==> config.mk <==
export PLATFORM = sky130hd
export DESIGN_NAME = sdspi_slave
export DESIGN_NICKNAME = d
export VERILOG_FILES = /design/src/rtl/sdspi_slave.sv
export SDC_FILE = /design/constraint.sdc
export NUM_CORES = 1
export LEC_CHECK = 0
export BUFFER_PORTS_ARGS = -buffer_cell sky130_fd_sc_hd__buf_4
export CORE_ASPECT_RATIO = 0.5
export CORE_MARGIN = 2
export CORE_UTILIZATION = 55
export CTS_CLUSTER_SIZE = 10
export DETAILED_ROUTE_END_ITERATION = 12
export GPL_TIMING_DRIVEN = 0
export PLACE_DENSITY = 0.77
export SLEW_MARGIN = 30
export SYNTH_ARGS = -nofsm -noshare
export SYNTH_HDL_FRONTEND = slang
export SYNTH_SLANG_ARGS = --single-unit
==> constraint.sdc <==
create_clock -name clk -period 1.4 [get_ports clk]
set_input_delay 0.14 -clock clk [delete_from_list [all_inputs] [get_ports clk]]
set_output_delay 0.14 -clock clk [all_outputs]
set_load 0.03 [all_outputs]
==> src/rtl/sdspi_slave.sv <==
// SPI mode-3 peripheral byte engine: oversamples SCLK/MOSI/CS in the clk domain,
// deserializes MOSI into bytes and serializes a buffered response onto MISO.
module sdspi_slave #(
  parameter int          SYNC_STAGES = 2,
  parameter logic [7:0]  IDLE_BYTE   = 8'hFF
) (
  input  logic       clk,
  input  logic       rst,
  input  logic       spiSCLK,
  input  logic       spiMOSI,
  input  logic       spiCS,
  output logic       spiMISO,
  output logic [7:0] rxDATA,
  output logic       rxSTB,
  input  logic [7:0] txDATA,
  input  logic       txWR,
  output logic       txFULL,
  output logic       txUNDER,
  output logic       csACTIVE,
  output logic       frameEND
);

  typedef enum logic {
    IDLE,
    ACTIVE
  } state_t;

  state_t                 state;
  logic [SYNC_STAGES-1:0] sclk_sync;
  logic [SYNC_STAGES-1:0] mosi_sync;
  logic [SYNC_STAGES-1:0] cs_sync;
  logic                   sclk_hist;
  logic                   cs_hist;
  logic [2:0]             bitcnt;
  logic [7:0]             rx_shift;
  logic [7:0]             tx_shift;
  logic [7:0]             hold;

  logic sclk_s, mosi_s, cs_s;
  logic sclk_rise, sclk_fall, cs_rise, cs_fall;

  // MOSI runs through the same depth as SCLK so the bit sampled on a detected
  // rising edge is the one the master presented around that edge.
  assign sclk_s    = sclk_sync[SYNC_STAGES-1];
  assign mosi_s    = mosi_sync[SYNC_STAGES-1];
  assign cs_s      = cs_sync[SYNC_STAGES-1];
  assign sclk_rise =  sclk_s & ~sclk_hist;
  assign sclk_fall = ~sclk_s &  sclk_hist;
  assign cs_rise   =  cs_s   & ~cs_hist;
  assign cs_fall   = ~cs_s   &  cs_hist;

  // NOTE: every register here is state, so all updates are non-blocking; a
  // blocking write would let later statements see the new value within the
  // same edge and break the shift/load ordering.
  always_ff @(posedge clk) begin
    if (rst) begin
      // Synchronizers preset to the idle-high line level so reset release
      // never looks like a CS or SCLK edge.
      sclk_sync <= '1;
      mosi_sync <= '1;
      cs_sync   <= '1;
      sclk_hist <= 1'b1;
      cs_hist   <= 1'b1;
      state     <= IDLE;
      bitcnt    <= 3'd0;
      rx_shift  <= 8'h00;
      tx_shift  <= 8'hFF;
      hold      <= 8'h00;
      spiMISO   <= 1'b1;
      rxDATA    <= 8'hFF;
      rxSTB     <= 1'b0;
      txFULL    <= 1'b0;
      txUNDER   <= 1'b0;
      csACTIVE  <= 1'b0;
      frameEND  <= 1'b0;
    end else begin
      sclk_sync <= {sclk_sync[SYNC_STAGES-2:0], spiSCLK};
      mosi_sync <= {mosi_sync[SYNC_STAGES-2:0], spiMOSI};
      cs_sync   <= {cs_sync[SYNC_STAGES-2:0], spiCS};
      sclk_hist <= sclk_s;
      cs_hist   <= cs_s;
      csACTIVE  <= ~cs_s;

      rxSTB    <= 1'b0;
      txUNDER  <= 1'b0;
      frameEND <= 1'b0;

      // A write colliding with a load still lands; the load below reads the
      // pre-write hold value and leaves txFULL set.
      if (txWR) begin
        hold   <= txDATA;
        txFULL <= 1'b1;
      end

      case (state)
        IDLE: begin
          spiMISO <= 1'b1;
          if (cs_fall) begin
            state    <= ACTIVE;
            bitcnt   <= 3'd0;
            rx_shift <= 8'h00;
          end
        end

        ACTIVE: begin
          if (cs_rise) begin
            state    <= IDLE;
            bitcnt   <= 3'd0;
            spiMISO  <= 1'b1;
            frameEND <= 1'b1;
          end else if (sclk_fall) begin
            if (bitcnt == 3'd0) begin
              if (txFULL) begin
                tx_shift <= hold;
                spiMISO  <= hold[7];
                if (!txWR) txFULL <= 1'b0;
              end else begin
                tx_shift <= IDLE_BYTE;
                spiMISO  <= IDLE_BYTE[7];
                txUNDER  <= 1'b1;
              end
            end else begin
              tx_shift <= {tx_shift[6:0], 1'b1};
              spiMISO  <= tx_shift[6];
            end
          end else if (sclk_rise) begin
            rx_shift <= {rx_shift[6:0], mosi_s};
            bitcnt   <= bitcnt + 3'd1;
            if (bitcnt == 3'd7) begin
              rxDATA <= {rx_shift[6:0], mosi_s};
              rxSTB  <= 1'b1;
            end
          end
        end

        default: state <= IDLE;
      endcase
    end
  end

endmodule
==> results.sh, run 1 <==
export IMPL_synthArstFlopShare_pct=0
export IMPL_cp_start_kind="register"
export IMPL_syn_nets=207
export IMPL_synthMuxAreaShare_pct=12.3
export IMPL_yosys_cell_types_count=36
export IMPL_synth_top_family_by_area="simple AND/OR/NAND/NOR gates"
export IMPL_worstPathArrival_ns=1.54
export IMPL_path_max_fanout=6
export IMPL_yosysSeqAreaShare_pct=49.0
export IMPL_irDropWorstVdd_mv=0.541
export IMPL_clk_path_buf_depth=2
export IMPL_period_needed_ns=1.35
export IMPL_timing_rr_end="tx_shift[3]"
export IMPL_ys_warn_count=0
export IMPL_coreArea_um2=3420
export IMPL_dieWidth_um=88.4
export IMPL_numPortBuffers=26
export IMPL_p_sw_share_pct=21.9
export IMPL_status="finished, final reports clean"
export IMPL_synth_enable_flop_cells=0
export IMPL_dpl_hpwl_um=2490
export IMPL_maxCapViolCount=0
export IMPL_syn_area_um2=1960
export IMPL_rrSetupSlack_ns=0.05
export IMPL_ys_ff_latch=48
export IMPL_ioPinCount=28
export IMPL_tightest_slew_ns=0.490
export IMPL_crit_required_ns=1.59
export IMPL_endpoint="tx_shift[3]"
export IMPL_die_h_um=46.2
export IMPL_cp_startpoint="bitcnt[1]"
export IMPL_r2r_start="bitcnt[1]"
export IMPL_initialDrtViolationCount=52
export IMPL_synth_simple_area_share_pct=23.4
export IMPL_netlist_instances=190
export IMPL_hold_ws_ns=0.0179
export IMPL_grt_overflow_total=0
export IMPL_wire_per_inst_um=13.1
export IMPL_synthToLayoutAreaGrowth_pct=23.7
export IMPL_synth_avg_cell_area_um2=10.3
export IMPL_dr_pass1_iters=4
export IMPL_ant_nets=0
export IMPL_hold_buffers=0
export IMPL_hold_viol_final=0
export IMPL_clock_skew_ns=0.00633
export IMPL_maxSlewViolCount=0
export IMPL_synth_compound_area_share_pct=8.94
export IMPL_antenna_found_initial=0
export IMPL_synth_top_flop_cell="dfxtp_1"
export IMPL_seqPwrFrac_pct=54.5
export IMPL_synth_xor_area_share_pct=0
export IMPL_cts_tree="built"
export IMPL_slew_headroom_pct=67.3
export IMPL_power_leakage_nw=0.974
export IMPL_drive_above_1_share_pct=31.2
export IMPL_max_freq_ghz=0.743
export IMPL_drc_errors=0
export IMPL_clk_latency_ns=0.30
export IMPL_power_density_nw_per_um2=1070
export IMPL_rsz0062_at_grt="true"
export IMPL_grt_max_degree=15
export IMPL_combPwrFrac_pct=7.4
export IMPL_num_vias=1488
export IMPL_clkPwrFrac_pct=38.0
export IMPL_viasPerCell=5.28
export IMPL_diodes=0
export IMPL_postRouteWirelength_um=3710
export IMPL_finalNetCount=247
export IMPL_numCtsBuffers=5
export IMPL_gp_congestion=0.772
export IMPL_row_count=15
export IMPL_hold_path_class="in -> reg"
export IMPL_synthAdderAreaFrac_pct=1.92
export IMPL_grt_pass1_wl_um=6130
export IMPL_fin_crit_sh_pct=96.2
export IMPL_cts_max_level=2
export IMPL_root_buffer="clkbuf_8"
export IMPL_place_ws_ns=-0.169
export IMPL_setup_viol=0
export IMPL_dieArea_um2=4080
export IMPL_initial_core_util_pct=57.4
export IMPL_clock_sinks=48
export IMPL_grt_pass1_vias=1322
export IMPL_rr_worst_depth=6
export IMPL_clkTransAtPathRegs_ns=0.09
export IMPL_fin_ws_ns=0.0533
export IMPL_end_kind="register"
export IMPL_n_fill_cell=280
export IMPL_grt_usage_pct=19.9
export IMPL_path_class="reg -> reg"
export IMPL_power_switching_mw=0.568
export IMPL_internal_power_mw=2.02
export IMPL_post_route_util_pct=71.0
-- Yosys cell counts, types with 2 or more instances --
cell type	n	area, um^2
inv_1	4	15.0
a311oi_1	6	52.6
a21oi_1	7	35.0
mux2i_1	24	240
a32o_1	2	20.0
or4bb_1	5	56.3
nor2_1	27	101
dfxtp_1	48	961
or2_2	8	50.1
nand3b_1	8	60.1
o21ai_0	3	15.0
and3_1	2	12.5
nand2b_1	3	18.8
ha_1	3	37.5
o21ai_1	4	20.0
nor3_1	2	10.0
buf_2	4	20.0
nor2b_1	3	18.8
clkbuf_1	6	22.5
nand3_1	2	10.0
nand4bb_1	2	22.5
buf_6	2	22.5
nor4b_2	2	30.0
-- flip-flops by register name (all words and copies together), names as in the netlist --
register / flops
bitcnt: 3
csACTIVE: 1
cs_hist: 1
cs_sync: 2
frameEND: 1
hold: 8
mosi_sync: 2
rxDATA: 8
rxSTB: 1
rx_shift: 7
sclk_hist: 1
sclk_sync: 2
spiMISO: 1
state: 1
txFULL: 1
txUNDER: 1
tx_shift: 7
-- area by class of cell --
cell class                 instances  area (um^2)  share of cell area [%]
tap                               51         63.8                    2.63
clock buffer                       6         72.6                    2.99
multi-input combinational        125          937                    38.7
timing repair buffer              33          251                    10.4
sequential                        48          970                    40.0
buffer                            13         78.8                    3.25
inverter                           4         15.0                   0.620
clock inverter                     2         35.0                    1.45
-- worst min-delay path by stage --
stage / from / to / slack, ns / depth (start not counted)
after floorplan: spiCS / cs_sync[0] / 0.24 / 1
after global placement: spiMOSI / mosi_sync[0] / 0.32 / 2
after detailed placement: spiCS / cs_sync[0] / 0.33 / 2
after CTS: spiCS / cs_sync[0] / 0.02 / 2
after global routing: spiCS / cs_sync[0] / 0.008 / 2
final: spiCS / cs_sync[0] / 0.02 / 2
-- timing repair --
action / CTS / global route
pin swaps: 0 / 2
endpoints found under the setup margin: 7 / 25
gates resized for setup: 4 / 17
buffers inserted: 0 / 7
endpoints found under the hold margin: 0 / 0
-- layer usage --
| layer | GRT usage (%) | part of all wire, % | vias up |
|---|---|---|---|
| li1 | - | - | 748 |
| met1 | 26.1 | 49 | 707 |
| met2 | 32.6 | 46 | 27 |
| met3 | 5.38 | 4.0 | 6 |
| met4 | 6.06 | 0.92 | 0 |
| met5 | 0 | 0 | - |
-- worst max-delay path: stages (launching register included) --
cell and delay [ns]:
dfxtp_2 0.34, inv_2 0.06, ha_4 0.16, buf_6 0.12, or4bb_1 0.39, o21ai_1 0.08
a21oi_1 0.07
-- stage by stage --
stage          instance area, um^2  TNS (ns)  std cells  power (mW)
5_1_grt                       2420   -0.0178        282        2.69
2_1_floorplan                 1960         0        190        1.56
3_5_place_dp                  2220    -0.602        267        1.63
3_3_place_gp                  2220    -0.189        267        1.62
6_report                      2420         0        282        2.59
4_1_cts                       2350         0        275        2.59
-- power groups by stage --
stage	Combinational (mW)	Clock, mW	Sequential [mW]
after floorplan	0.118	0	1.44
after global placement	0.177	0	1.44
after detailed placement	0.182	0	1.44
after CTS	0.185	0.994	1.41
after global routing	0.212	1.06	1.42
final	0.192	0.985	1.41
-- cells in the final DEF, fill, tap and decap left out, types with 2 or more instances in the layout --
master / n
dfxtp_1: 41
buf_4: 33
nor2_1: 27
mux2i_1: 24
or2_2: 8
nand3b_1: 8
a21oi_1: 7
dfxtp_2: 7
clkbuf_1: 6
a311oi_1: 6
or4bb_1: 5
clkbuf_8: 5
o21ai_1: 4
buf_6: 3
nand2b_1: 3
o21ai_0: 3
inv_2: 2
nor2b_2: 2
inv_1: 2
a32o_1: 2
clkbuf_4: 2
buf_2: 2
nand3_1: 2
and3_1: 2
nor3_1: 2
nand4bb_1: 2
ha_1: 2
-- kinds of logic after synthesis --
kind of cell    after synthesis
simple gates                 72
flops                        48
compound gates               26
mux                          24
buf+inv                      17
fa+ha+maj                     3
Note: power is estimated with default switching activity, not from simulation.
==> inputs of run 2 (changes only) <==
--- a/config.mk
+++ b/config.mk
@@ -6,13 +6,15 @@
 export NUM_CORES = 1
 export LEC_CHECK = 0
 export BUFFER_PORTS_ARGS = -buffer_cell sky130_fd_sc_hd__buf_4
+export CELL_PAD_IN_SITES_DETAIL_PLACEMENT = 1
+export CELL_PAD_IN_SITES_GLOBAL_PLACEMENT = 1
 export CORE_ASPECT_RATIO = 0.5
 export CORE_MARGIN = 2
-export CORE_UTILIZATION = 55
+export CORE_UTILIZATION = 43
 export CTS_CLUSTER_SIZE = 10
 export DETAILED_ROUTE_END_ITERATION = 12
 export GPL_TIMING_DRIVEN = 0
-export PLACE_DENSITY = 0.77
+export PLACE_DENSITY_LB_ADDON = 0.1
 export SLEW_MARGIN = 30
 export SYNTH_ARGS = -nofsm -noshare
 export SYNTH_HDL_FRONTEND = slang
==> results.sh, run 2 (same netlist as run 1, synthesis figures left out) <==
export IMPL_grt_max_degree=13
export IMPL_grt_pass1_wl_um=7110
export IMPL_layout_commonest_cell="dfxtp_1"
export IMPL_drive_above_1_share_pct=29.3
export IMPL_cts_tree="built"
export IMPL_rsz0062_at_grt="true"
export IMPL_dp_cells=273
export IMPL_layout_common_cells="42 x dfxtp_1, 30 x buf_4, 27 x nor2_1, 24 x mux2i_1"
export IMPL_ioPinCount=28
export IMPL_fin_ws_ns=0.0390
export IMPL_setup_viol=0
export IMPL_fin_crit_sh_pct=97.2
export IMPL_worstPathArrival_ns=1.54
export IMPL_viasPerCell=5.32
export IMPL_status="finished, final reports clean"
export IMPL_hold_viol_final=0
export IMPL_ant_nets=0
export IMPL_path_class="reg -> reg"
export IMPL_clock_skew_ns=0.00475
export IMPL_clkTransAtPathRegs_ns=0.08
export IMPL_synthToLayoutAreaGrowth_pct=21.2
export IMPL_diodes=0
export IMPL_numCtsBuffers=5
export IMPL_row_count=17
export IMPL_maxSlewViolCount=0
export IMPL_period_needed_ns=1.36
export IMPL_clk_path_buf_depth=2
export IMPL_max_freq_ghz=0.735
export IMPL_slew_headroom_pct=66.1
export IMPL_wire_per_inst_um=15.6
export IMPL_clock_sinks=48
export IMPL_cp_top_family="simple AND/OR/NAND/NOR gates"
export IMPL_crit_buf_inv=2
export IMPL_regArea_um2=968
export IMPL_gp_congestion=0.753
export IMPL_rr_worst_depth=6
export IMPL_crit_slowest_cell="or4bb_1"
export IMPL_num_vias=1499
export IMPL_fin_tns_setup_ns=0
export IMPL_place_ws_ns=-0.173
export IMPL_initialDrtViolationCount=33
export IMPL_grt_overflow_total=0
export IMPL_n_fill_cell=509
export IMPL_hold_ws_ns=0.0273
export IMPL_crit_required_ns=1.58
export IMPL_fin_cells=282
export IMPL_top_regs="hold: 8 flops, rxDATA: 8 flops"
export IMPL_maxCapViolCount=0
export IMPL_finalNetCount=244
export IMPL_dieWidth_um=99.5
export IMPL_power_leakage_nw=0.941
export IMPL_multi_input_area_um2=937
export IMPL_path_max_fanout=6
export IMPL_min_path_cells=2
export IMPL_dr_pass1_iters=4
export IMPL_drc_errors=0
export IMPL_crit_chain="inv_2, ha_4, buf_6, or4bb_1, o21ai_1, a21oi_1"
export IMPL_postRouteWirelength_um=4400
export IMPL_dieArea_um2=5150
export IMPL_worst_path_stages=6
export IMPL_finalPower_mw=2.35
export IMPL_critPathMaxStageDelay_ns=0.39
export IMPL_hold_buffers=0
export IMPL_die_h_um=51.7
export IMPL_tightest_slew_ns=0.509
export IMPL_numPortBuffers=26
export IMPL_clk_latency_ns=0.29
export IMPL_dpl_hpwl_um=3040
export IMPL_grt_pass1_vias=1536
export IMPL_hold_path_class="in -> reg"
export IMPL_cts_max_level=2
export IMPL_initial_core_util_pct=44.7
export IMPL_cp_start_kind="register"
export IMPL_power_density_nw_per_um2=989
export IMPL_coreArea_um2=4380
export IMPL_grt_usage_pct=17.9
export IMPL_irDropWorstVdd_mv=0.400
export IMPL_root_buffer="clkbuf_8"
export IMPL_antenna_found_initial=0
export IMPL_end_kind="register"
==> run 2: changes by cell type in the layout (fill, tap and decap cells not counted), sizes merged <==
cell	previous run	this run
clkinv	1	0
clkbuf	14	13
bufinv	1	0
buf	38	35
==> run 2: worst paths after layout <==
kind / startpoint / endpoint / slack [ns]
setup reg to reg: bitcnt[1] / tx_shift[2] / 0.04
hold reg to reg: mosi_sync[0] / mosi_sync[1] / 0.41
hold / removal: spiCS / cs_sync[0] / 0.03
setup / recovery: bitcnt[1] / tx_shift[2] / 0.04
==> run 2: area by class of cell <==
type,instances,share of cell area (%)
inverter,4,0.632
buffer,13,3.58
multi-input combinational,125,39.5
tap,57,3.00
timing repair buffer,30,9.64
sequential,48,40.8
clock buffer,5,2.90
==> run 2: metrics by stage <==
stage               util, %  area, um^2
floorplan                 -        1960
global placement       50.8        2230
detailed placement     50.8        2230
CTS                    53.0        2320
global route           54.2        2370
finish                 54.2        2370
==> run 2: metal layers <==
metal | up-vias | part of all wire [%] | GRT usage (%)
met3 | 4 | 4.3 | 4.97
met1 | 726 | 48 | 21.9
li1 | 740 | - | -
met4 | 0 | 0.84 | 5.02
met5 | - | 0 | 0
met2 | 29 | 47 | 31.5
==> run 2: timing repair <==
action / CTS / global route
pin swaps: 0 / 2
endpoints found under the setup margin: 20 / 24
setup buffers: 0 / 4
resized for setup: 7 / 14
gates cloned: 0 / 0
==> run 2: power breakdown <==
| group | total, mW | switching (mW) | internal [mW] |
|---|---|---|---|
| sequential | 1.41 | 0.0200 | 1.39 |
| combinational | 0.193 | 0.0987 | 0.0942 |
| clock | 0.742 | 0.419 | 0.323 |
| total | 2.35 | 0.538 | 1.81 |
==> inputs of run 3 (changes only) <==
--- a/config.mk
+++ b/config.mk
@@ -8,12 +8,13 @@
 export BUFFER_PORTS_ARGS = -buffer_cell sky130_fd_sc_hd__buf_4
 export CELL_PAD_IN_SITES_DETAIL_PLACEMENT = 1
 export CELL_PAD_IN_SITES_GLOBAL_PLACEMENT = 1
-export CORE_ASPECT_RATIO = 0.5
+export CORE_ASPECT_RATIO = 0.6
 export CORE_MARGIN = 2
 export CORE_UTILIZATION = 43
 export CTS_CLUSTER_SIZE = 10
 export DETAILED_ROUTE_END_ITERATION = 12
 export GPL_TIMING_DRIVEN = 0
+export HOLD_SLACK_MARGIN = 0.02
 export PLACE_DENSITY_LB_ADDON = 0.1
 export SLEW_MARGIN = 30
 export SYNTH_ARGS = -nofsm -noshare
==> results.sh, run 3 (same netlist as run 1, synthesis figures left out) <==
export IMPL_status="finished, final reports clean"
export IMPL_fin_cells=295
export IMPL_n_fill_cell=504
export IMPL_period_needed_ns=1.38
export IMPL_coreArea_um2=4230
export IMPL_initialDrtViolationCount=84
export IMPL_synthToLayoutAreaGrowth_pct=26.4
export IMPL_slew_headroom_pct=65.0
export IMPL_drive_above_1_share_pct=32.3
export IMPL_cp_top_family="simple AND/OR/NAND/NOR gates"
export IMPL_worstPathArrival_ns=1.58
export IMPL_postRouteWirelength_um=5040
export IMPL_wire_per_inst_um=17.1
export IMPL_gp_congestion=0.750
export IMPL_power_density_nw_per_um2=1000
export IMPL_layout_common_cells="42 x dfxtp_1, 36 x buf_4, 27 x nor2_1, 23 x mux2i_1"
export IMPL_setup_viol=0
export IMPL_irDropWorstVdd_mv=0.578
export IMPL_finalPower_mw=2.48
export IMPL_path_max_fanout=7
export IMPL_layout_commonest_cell="dfxtp_1"
export IMPL_critPathMaxStageDelay_ns=0.45
export IMPL_max_freq_ghz=0.725
export IMPL_cts_max_level=2
export IMPL_grt_overflow_total=0
export IMPL_cp_startpoint="bitcnt[0]"
export IMPL_dr_pass1_iters=4
export IMPL_dp_cells=276
export IMPL_dieWidth_um=91.1
export IMPL_tightest_slew_ns=0.525
export IMPL_numPortBuffers=26
export IMPL_clk_path_buf_depth=2
export IMPL_place_area_um2=2230
export IMPL_row_count=18
export IMPL_initial_core_util_pct=46.3
export IMPL_clk_latency_ns=0.31
export IMPL_num_vias=1585
export IMPL_dieArea_um2=5130
export IMPL_crit_chain="inv_2, ha_4, or4bb_1, o21ai_2, a21oi_2"
export IMPL_cp_start_kind="register"
export IMPL_crit_slowest_cell="or4bb_1"
export IMPL_post_route_util_pct=58.5
export IMPL_die_h_um=56.3
export IMPL_grt_pass1_vias=1594
export IMPL_crit_buf_inv=1
export IMPL_viasPerCell=5.37
export IMPL_end_kind="register"
export IMPL_ioPinCount=28
export IMPL_final_cell_area_um2=2480
export IMPL_maxSlewViolCount=0
export IMPL_grt_max_degree=17
export IMPL_root_buffer="clkbuf_8"
export IMPL_maxCapViolCount=0
export IMPL_timing_rr_end="tx_shift[2]"
export IMPL_rsz0062_at_grt="true"
export IMPL_power_leakage_nw=0.987
export IMPL_clkTransAtPathRegs_ns=0.09
export IMPL_hold_viol_final=0
export IMPL_clock_skew_ns=0.00442
export IMPL_top_regs="hold: 8 flops, rxDATA: 8 flops"
export IMPL_fin_tns_setup_ns=0
export IMPL_grt_pass1_wl_um=7910
export IMPL_drc_errors=0
export IMPL_diodes=0
export IMPL_hold_path_class="in -> reg"
export IMPL_ant_nets=0
export IMPL_clock_sinks=48
export IMPL_grt_usage_pct=20.0
export IMPL_fin_crit_sh_pct=98.5
export IMPL_crit_required_ns=1.60
export IMPL_numCtsBuffers=5
export IMPL_path_class="reg -> reg"
export IMPL_dpl_hpwl_um=3420
export IMPL_worst_path_stages=5
export IMPL_endpoint="tx_shift[2]"
export IMPL_antenna_found_initial=0
export IMPL_rrSetupSlack_ns=0.02
export IMPL_finalNetCount=251
export IMPL_rr_worst_depth=5
export IMPL_r2r_start="bitcnt[0]"
export IMPL_cts_tree="built"
## run 3: final cells by class
class / instances / area, um^2 / area share (%)
sequential: 48 / 971 / 39.2
multi-input combinational: 125 / 953 / 38.5
timing repair buffer: 37 / 285 / 11.5
buffer: 13 / 85.1 / 3.43
tap: 60 / 75.1 / 3.03
clock buffer: 5 / 68.8 / 2.78
clock inverter: 3 / 23.8 / 0.960
inverter: 4 / 15.0 / 0.606
## run 3: tightest hold or removal path, delay by kind of cell
family	cells	cell delay, ns
and+or+nand+nor	1	0.07
muxes	1	0.05
buffers and inverters	1	0.07
## run 3: timing repair
item | in CTS | in global routing
setup endpoints to repair | 19 | 23
hold buffers | 3 | 0
gates cloned | 0 | 0
resized for setup | 13 | 12
pin swaps | 1 | 2
setup buffers | 1 | 7
hold endpoints to repair | 3 | 0
## run 3: worst min path at each step
stage,slack [ns],startpoint,endpoint,cells past startpoint
after floorplan,0.24,spiCS,cs_sync[0],1
after global placement,0.32,spiMOSI,mosi_sync[0],2
after detailed placement,0.33,spiMOSI,mosi_sync[0],2
after CTS,0.06,txDATA[6],hold[6],3
after global routing,0.06,txDATA[1],hold[1],3
final,0.06,txDATA[6],hold[6],3
## run 3: layer usage
metal / track usage [%] / up-vias / share of wire (%)
li1: - / 762 / -
met1: 28.2 / 782 / 52
met2: 29.4 / 32 / 43
met3: 5.64 / 9 / 3.4
met4: 7.14 / 0 / 1.3
met5: 0 / - / 0
## run 3: where the power goes
part | total (mW) | leakage, nW | switching, mW | internal [mW]
Clock | 0.852 | 0.0404 | 0.498 | 0.354
Sequential | 1.41 | 0.392 | 0.0206 | 1.39
Combinational | 0.218 | 0.554 | 0.111 | 0.107
Total | 2.48 | 0.987 | 0.630 | 1.85
## run 3: per-stage QoR
step	setup slack, ns	hold WS, ns
floorplan	0.0234	0.244
CTS	0.00142	0.0573
detailed placement	-0.335	0.328
finish	0.0204	0.0625
global route	-0.0111	0.0647
global placement	-0.156	0.324
